$ cat config.mk
export PLATFORM = sky130hd
export DESIGN_NAME = key_move_scheduler
export DESIGN_NICKNAME = d
export VERILOG_FILES = /design/src/rtl/key_move_scheduler.sv
export SDC_FILE = /design/constraint.sdc
export NUM_CORES = 1
export LEC_CHECK = 0
export CAP_MARGIN = 25
export CORE_ASPECT_RATIO = 0.6
export CORE_MARGIN = 4
export CORE_UTILIZATION = 40
export CTS_BUF_LIST = sky130_fd_sc_hd__clkbuf_16
export CTS_CLUSTER_SIZE = 8
export DETAILED_ROUTE_END_ITERATION = 10
export PLACE_DENSITY = 0.63
export SETUP_SLACK_MARGIN = 0.2
export SLEW_MARGIN = 40
export SYNTH_ARGS = -nofsm -noshare
export SYNTH_HDL_FRONTEND = slang
export SYNTH_HIERARCHICAL = 1
export SYNTH_SLANG_ARGS = --single-unit
$ cat constraint.sdc
create_clock -name clk -period 1.65 [get_ports clk]
set_input_delay 0.33 -clock clk [delete_from_list [all_inputs] [get_ports clk]]
set_output_delay 0.33 -clock clk [all_outputs]
set_load 0.005 [all_outputs]
$ cat src/rtl/key_move_scheduler.sv
// key_move_scheduler
//   Front end between the four raw direction buttons and the 2048 engine.
//   Each key is synchronized, debounced and turned into a sticky request.
//   Requests are arbitrated round-robin and handed out one move at a time
//   over valid/ready. A programmable cool-down follows every accepted move.
//
//   Optional feature: define KEY_REPEAT_EN to build per-key auto-repeat
//   timers (REPEAT_DELAY / REPEAT_RATE). Without it those parameters are
//   unused and no timers exist.
//
// Ports
//   clk         system clock
//   reset       asynchronous, active-low reset
//   key_n[3:0]  raw buttons, active-low (0 up, 1 down, 2 left, 3 right)
//   accept_en   1 = presses accepted; 0 = pending cleared, presses ignored
//   move_ready  engine can take a move this cycle
//   move_valid  move offered (registered)
//   move_dir    direction of the offered move (registered)
//   pending     sticky request bits

// Per-key front end: synchronizer, debouncer, press detector and the
// optional auto-repeat timer. req is a one-cycle request pulse.
module key_debounce #(
   parameter int DEBOUNCE_LEN = 16
`ifdef KEY_REPEAT_EN
   ,
   parameter int REPEAT_DELAY = 1000,
   parameter int REPEAT_RATE  = 250
`endif
) (
   input  logic clk,
   input  logic reset,
   input  logic key_raw_n,
   input  logic accept_en,
   output logic req
);
   localparam int CW = (DEBOUNCE_LEN > 1) ? $clog2(DEBOUNCE_LEN) : 1;

   logic          sync1;
   logic          sync2;
   logic          level;
   logic          level_d;
   logic [CW-1:0] cnt;
   logic          press;

   always_ff @(posedge clk or negedge reset) begin
      if (!reset) begin
         sync1   <= 1'b0;
         sync2   <= 1'b0;
         level   <= 1'b0;
         level_d <= 1'b0;
         cnt     <= '0;
      end else begin
         sync1   <= ~key_raw_n;
         sync2   <= sync1;
         level_d <= level;
         // Any sample that agrees with the current level restarts the count,
         // so only an uninterrupted run of DEBOUNCE_LEN samples flips it.
         if (sync2 != level) begin
            if (cnt == CW'(DEBOUNCE_LEN - 1)) begin
               level <= sync2;
               cnt   <= '0;
            end else begin
               cnt <= cnt + 1'b1;
            end
         end else begin
            cnt <= '0;
         end
      end
   end

   // Registered rising edge of the debounced level: lands in pending one
   // edge after the debounced level itself rises.
   assign press = level & ~level_d;

`ifdef KEY_REPEAT_EN
   localparam int RMAX = (REPEAT_DELAY > REPEAT_RATE) ? REPEAT_DELAY : REPEAT_RATE;
   localparam int RW   = $clog2(RMAX + 1);

   // rpt_cnt holds the number of edges since the last press or repeat, so
   // the first repeat lands REPEAT_DELAY edges after the press edge.
   logic [RW-1:0] rpt_cnt;
   logic          rpt_first;
   logic          rpt_fire;

   assign rpt_fire = level && accept_en && !press &&
                     (rpt_cnt == (rpt_first ? RW'(REPEAT_DELAY) : RW'(REPEAT_RATE)));

   always_ff @(posedge clk or negedge reset) begin
      if (!reset) begin
         rpt_cnt   <= '0;
         rpt_first <= 1'b1;
      end else if (!level || !accept_en) begin
         rpt_cnt   <= '0;
         rpt_first <= 1'b1;
      end else if (press) begin
         rpt_cnt   <= RW'(1);
         rpt_first <= 1'b1;
      end else if (rpt_fire) begin
         rpt_cnt   <= RW'(1);
         rpt_first <= 1'b0;
      end else begin
         rpt_cnt <= rpt_cnt + 1'b1;
      end
   end

   assign req = (press | rpt_fire) & accept_en;
`else
   assign req = press & accept_en;
`endif

endmodule

module key_move_scheduler #(
   parameter int DEBOUNCE_LEN = 16,
   parameter int GAP_LEN      = 4,
   parameter int REPEAT_DELAY = 1000,
   parameter int REPEAT_RATE  = 250
) (
   input  logic       clk,
   input  logic       reset,
   input  logic [3:0] key_n,
   input  logic       accept_en,
   input  logic       move_ready,
   output logic       move_valid,
   output logic [1:0] move_dir,
   output logic [3:0] pending
);
   localparam int GW = (GAP_LEN > 1) ? $clog2(GAP_LEN) : 1;

   typedef enum logic [1:0] {
      IDLE  = 2'd0,
      OFFER = 2'd1,
      GAP   = 2'd2
   } state_t;

   state_t        state;
   logic [1:0]    ptr;
   logic [GW-1:0] gap_cnt;
   logic [3:0]    req;
   logic [3:0]    pending_nxt;
   logic          grant_found;
   logic [1:0]    grant_dir;
   logic          grant_take;

   // One front end per key.
   for (genvar k = 0; k < 4; k++) begin : g_key
      key_debounce #(
         .DEBOUNCE_LEN (DEBOUNCE_LEN)
`ifdef KEY_REPEAT_EN
         ,
         .REPEAT_DELAY (REPEAT_DELAY),
         .REPEAT_RATE  (REPEAT_RATE)
`endif
      ) u_key (
         .clk       (clk),
         .reset     (reset),
         .key_raw_n (key_n[k]),
         .accept_en (accept_en),
         .req       (req[k])
      );
   end

   // Round-robin pick: scan ptr, ptr+1, ... with wrap. Walking the offsets
   // from farthest to nearest lets the nearest set bit overwrite the rest.
   always_comb begin
      logic [1:0] idx;
      grant_found = 1'b0;
      grant_dir   = ptr;
      idx         = ptr;
      for (int i = 3; i >= 0; i--) begin
         idx = ptr + 2'(i);
         if (pending[idx]) begin
            grant_found = 1'b1;
            grant_dir   = idx;
         end
      end
   end

   // Requests cleared while accept_en is low are not serviced.
   assign grant_take = (state == IDLE) && accept_en && grant_found;

   // Grant clears first, then a same-cycle press sets the bit again.
   always_comb begin
      pending_nxt = pending;
      if (grant_take) pending_nxt[grant_dir] = 1'b0;
      pending_nxt = pending_nxt | req;
      if (!accept_en) pending_nxt = '0;
   end

   always_ff @(posedge clk or negedge reset) begin
      if (!reset) pending <= '0;
      else        pending <= pending_nxt;
   end

   always_ff @(posedge clk or negedge reset) begin
      if (!reset) begin
         state      <= IDLE;
         ptr        <= 2'd0;
         gap_cnt    <= '0;
         move_valid <= 1'b0;
         move_dir   <= 2'd0;
      end else begin
         case (state)
            IDLE: begin
               if (grant_take) begin
                  move_dir   <= grant_dir;
                  move_valid <= 1'b1;
                  ptr        <= grant_dir + 2'd1;
                  state      <= OFFER;
               end
            end
            // The offer is never withdrawn; accept_en only affects requests.
            OFFER: begin
               if (move_ready) begin
                  move_valid <= 1'b0;
                  gap_cnt    <= '0;
                  state      <= (GAP_LEN > 0) ? GAP : IDLE;
               end
            end
            GAP: begin
               if (gap_cnt == GW'(GAP_LEN - 1)) state <= IDLE;
               else                            gap_cnt <= gap_cnt + 1'b1;
            end
            default: begin
               state      <= IDLE;
               move_valid <= 1'b0;
            end
         endcase
      end
   end

endmodule

==> results of run 1 <==
[cell usage in the layout (no fill, tap or decap), types with 5 or more instances in the layout]
master           Yosys  routed
buf_4                0       9
inv_1               10      10
nor2b_1              8       8
ha_1                 5       5
o21ai_0              8       7
clkbuf_16            0       5
a31oi_1              9       8
dlygate4sd2_1        0       5
nor2_1              14      12
nand2_1              5       5
dfrtp_1             45      44
clkdlybuf4s50_1      0       7
a21o_1               5       5
xnor2_1              8       8
[state kept, by name, indices dropped and copies added, names as in the netlist]
name,cells
g_key.u_key/cnt,16
g_key.u_key/level,4
g_key.u_key/level_d,4
g_key.u_key/sync1,4
g_key.u_key/sync2,4
pending,4
gap_cnt,2
move_dir,2
ptr,2
state,2
move_valid,1
[logic make-up (layout without fill, tap and decap cells)]
family | count (synthesis) | in the layout | synth area share [%]
XOR/XNOR | 8 | 8 | 3.56
multiplexers | 6 | 6 | 4.13
AND/OR/NAND/NOR | 46 | 46 | 14.5
adder cells (fa/ha/maj) | 5 | 5 | 3.18
flip-flops | 45 | 45 | 57.2
buffers and inverters | 14 | 45 | 3.18
AO/OA/AOI/OAI | 41 | 41 | 14.2
[per-layer routing]
metal  global-route usage, %  vias to the layer above  share of wire [%]
met2                    21.2                       25                 48
met1                    17.1                      681                 47
met3                    3.91                        6                4.0
met5                       0                        -                  0
met4                    5.79                        0                1.4
li1                        -                      656                  -
[Yosys cell counts (2+ instances only)]
cell      count  area (µm²)
xnor2_1       8        70.1
a21o_1        5        37.5
dfrtp_1      45        1130
nor3b_1       5        37.5
inv_1        10        37.5
a311oi_1      4        35.0
nor2_1       14        52.6
o22ai_1       3        18.8
nand3_1       2        10.0
nand2_1       5        18.8
buf_2         2        10.0
nand3_2       4        40.0
ha_1          5        62.6
and3b_1       4        35.0
mux2_4        4        60.1
nor2b_1       8        50.1
a31oi_1       9        56.3
o21ai_0       8        40.0
a21oi_1       3        15.0
o22a_1        2        17.5
[repair_timing]
action,4_1_cts,5_1_grt
setup buffers,4,1
resized for setup,10,9
setup endpoints to repair,15,11
gates cloned,0,0
pin swaps,5,1
hold buffers,0,0
[where the power goes]
part / internal [W] / switching (W)
combinational: 0.000126 / 0.000123
clock: 0.000716 / 0.000408
sequential: 0.00117 / 0.0000669
[area by class of cell]
class,count,area (µm²)
fillers,415,2180
flip-flops and latches,45,1130
multi-input cells,106,820
repair buffers,27,250
clock buffers,5,125
well taps,63,78.8
clock inverters,3,43.8
inverters,10,37.5
[worst max-delay path, stage by stage (launching register included)]
cell and delay [ns]:
dfrtp_1 0.37, buf_4 0.15, or4_4 0.50, and3_4 0.19
and4_4 0.16, a21o_1 0.15
[per-stage QoR]
stage | setup slack [ns] | hold WS (ns) | cell area [µm²] | setup TNS (ns) | cells
2_1_floorplan | 0.0332 | 0.0344 | 1970 | 0 | 165
3_3_place_gp | 0.0975 | 0.320 | 2230 | 0 | 246
3_5_place_dp | 0.0800 | 0.328 | 2230 | 0 | 246
4_1_cts | 0.0315 | 0.0210 | 2440 | 0 | 258
5_1_grt | -0.00301 | 0.0363 | 2480 | -0.00301 | 259
6_report | 0.0291 | 0.0175 | 2480 | 0 | 259
[final timing paths]
kind	from	end	depth (start not counted)
worst max-delay path	pending[0]	move_dir[0]	5
worst min-delay path	reset	g_key[3].u_key/cnt[0]	2
min in group clk	g_key[1].u_key/sync1	g_key[1].u_key/sync2	0
worst max register to register	pending[0]	move_dir[0]	5
worst min register to register	g_key[1].u_key/sync1	g_key[1].u_key/sync2	0
max in group asynchronous	reset	pending[1]	2
==> run_results.csv, run 1 <==
group,metric,value,unit
power_and_ir_drop,power.density,1050,nW/µm²
route,drtPass1Iterations,4,
yosys,async_reset_ff_share,100,%
global_routing,grt_pass1_wl,6.63,mm
clock_network,insertion_delay,0.28,ns
clock_network,clock_sinks,45,
floorplanning,chipWidth,98.6,µm
worst_setup_path,path_max_fanout,4,
clock_network,cts_tree,"done",
timing,setup_violations,0,
yosys,syn_avg_cell_area,11.9,µm²
yosys,synth-seq-area-share,57.2,%
floorplanning,ios,15,
clock_network,h-tree-depth,2,
worst_setup_path,rrSetupSlack,0.03,ns
timing,grt_setup_unrepaired,"yes",
clock_network,clk_path_buf_depth,2,
power_and_ir_drop,cellLeakagePower,1.19,nW
timing,timing.final.crit_share,98.2,%
yosys,syn_area,1970,µm²
timing,fin_crit,1.62,ns
global_routing,antenna_found_initial,0,
yosys,synth_cell_type_count,35,
power_and_ir_drop,power,0.00261,W
route,drc_errors,0,
yosys,ys_warn_count,6,
timing,hold_viol_final,0,
timing,slew-limit-headroom,75.7,%
floorplanning,core,4660,µm²
worst_setup_path,critPathKind,"flip-flop to flip-flop",
worst_hold_path,hold_path.class,"input port to async pin",
global_routing,grt_overflow,0,
floorplanning,die_area,6140,µm²
timing,drv_slew,0,
route,routed_wl,3.79,mm
floorplanning,chipHeight,62.3,µm
route,vias_per_cell,5.28,
clock_network,cts_root_buf,"clkbuf_16",
worst_setup_path,crit_required,1.83,ns
route,drtIter0Drc,59,
placement,place_hpwl,2.67,mm
yosys,ys.flop_type,"dfrtp_1",
placement,gp_congestion,0.808,
worst_setup_path,cp-start-kind,"flip-flop",
worst_setup_path,end_kind,"flip-flop",
placement,placement.io_buffers,14,
route,ant_nets,0,
yosys,synth_edf_count,0,
clock_network,clk_pin_slew,0.07,ns
yosys,synth_cells,165,
global_routing,grt_usage,13.4,%
final_layout,utilization,53.3,%
route,wire_per_inst,14.6,µm
power_and_ir_drop,ir_drop,0.566,mV
final_layout,nets,208,
worst_setup_path,arrival,1.80,ns
final_layout,num_antenna_cells,0,
final_layout,drive_above_1_share,20.9,%
global_routing,grt_pass1_vias,1437,
job,cap_violations,0,
timing,fmax,0.617,GHz
timing,fin_worst_skew,0.00723,ns
final_layout,syn2layout_area_growth,26.1,%
global_routing,grt_start_max_net_pins,46,
status,status,"finished clean",
floorplanning,initial_core_util,42.2,%
yosys,synth_seq_cells,45,
route,vias,1368,
timing,worst_slew_pin_slew,0.362,ns
clock_network,numCtsBuffers,5,
yosys,syn_nets,178,
floorplanning,rows,19,
Note: power is estimated with default switching activity, not from simulation.
==> inputs of run 2 (changes only) <==
--- a/config.mk
+++ b/config.mk
@@ -14,7 +14,7 @@
 export DETAILED_ROUTE_END_ITERATION = 10
 export PLACE_DENSITY = 0.63
 export SETUP_SLACK_MARGIN = 0.2
-export SLEW_MARGIN = 40
+export SLEW_MARGIN = 20
 export SYNTH_ARGS = -nofsm -noshare
 export SYNTH_HDL_FRONTEND = slang
 export SYNTH_HIERARCHICAL = 1
==> results of run 2 <==
No change in the layout: final DEF, timing and power equal those of run 1.
==> inputs of run 3 (changes only) <==
--- a/config.mk
+++ b/config.mk
@@ -5,7 +5,7 @@
 export SDC_FILE = /design/constraint.sdc
 export NUM_CORES = 1
 export LEC_CHECK = 0
-export CAP_MARGIN = 25
+export CAP_MARGIN = 10
 export CORE_ASPECT_RATIO = 0.6
 export CORE_MARGIN = 4
 export CORE_UTILIZATION = 40
@@ -14,7 +14,6 @@
 export DETAILED_ROUTE_END_ITERATION = 10
 export PLACE_DENSITY = 0.63
 export SETUP_SLACK_MARGIN = 0.2
-export SLEW_MARGIN = 20
 export SYNTH_ARGS = -nofsm -noshare
 export SYNTH_HDL_FRONTEND = slang
 export SYNTH_HIERARCHICAL = 1
==> results of run 3 <==
No change in the layout: final DEF, timing and power equal those of run 1.
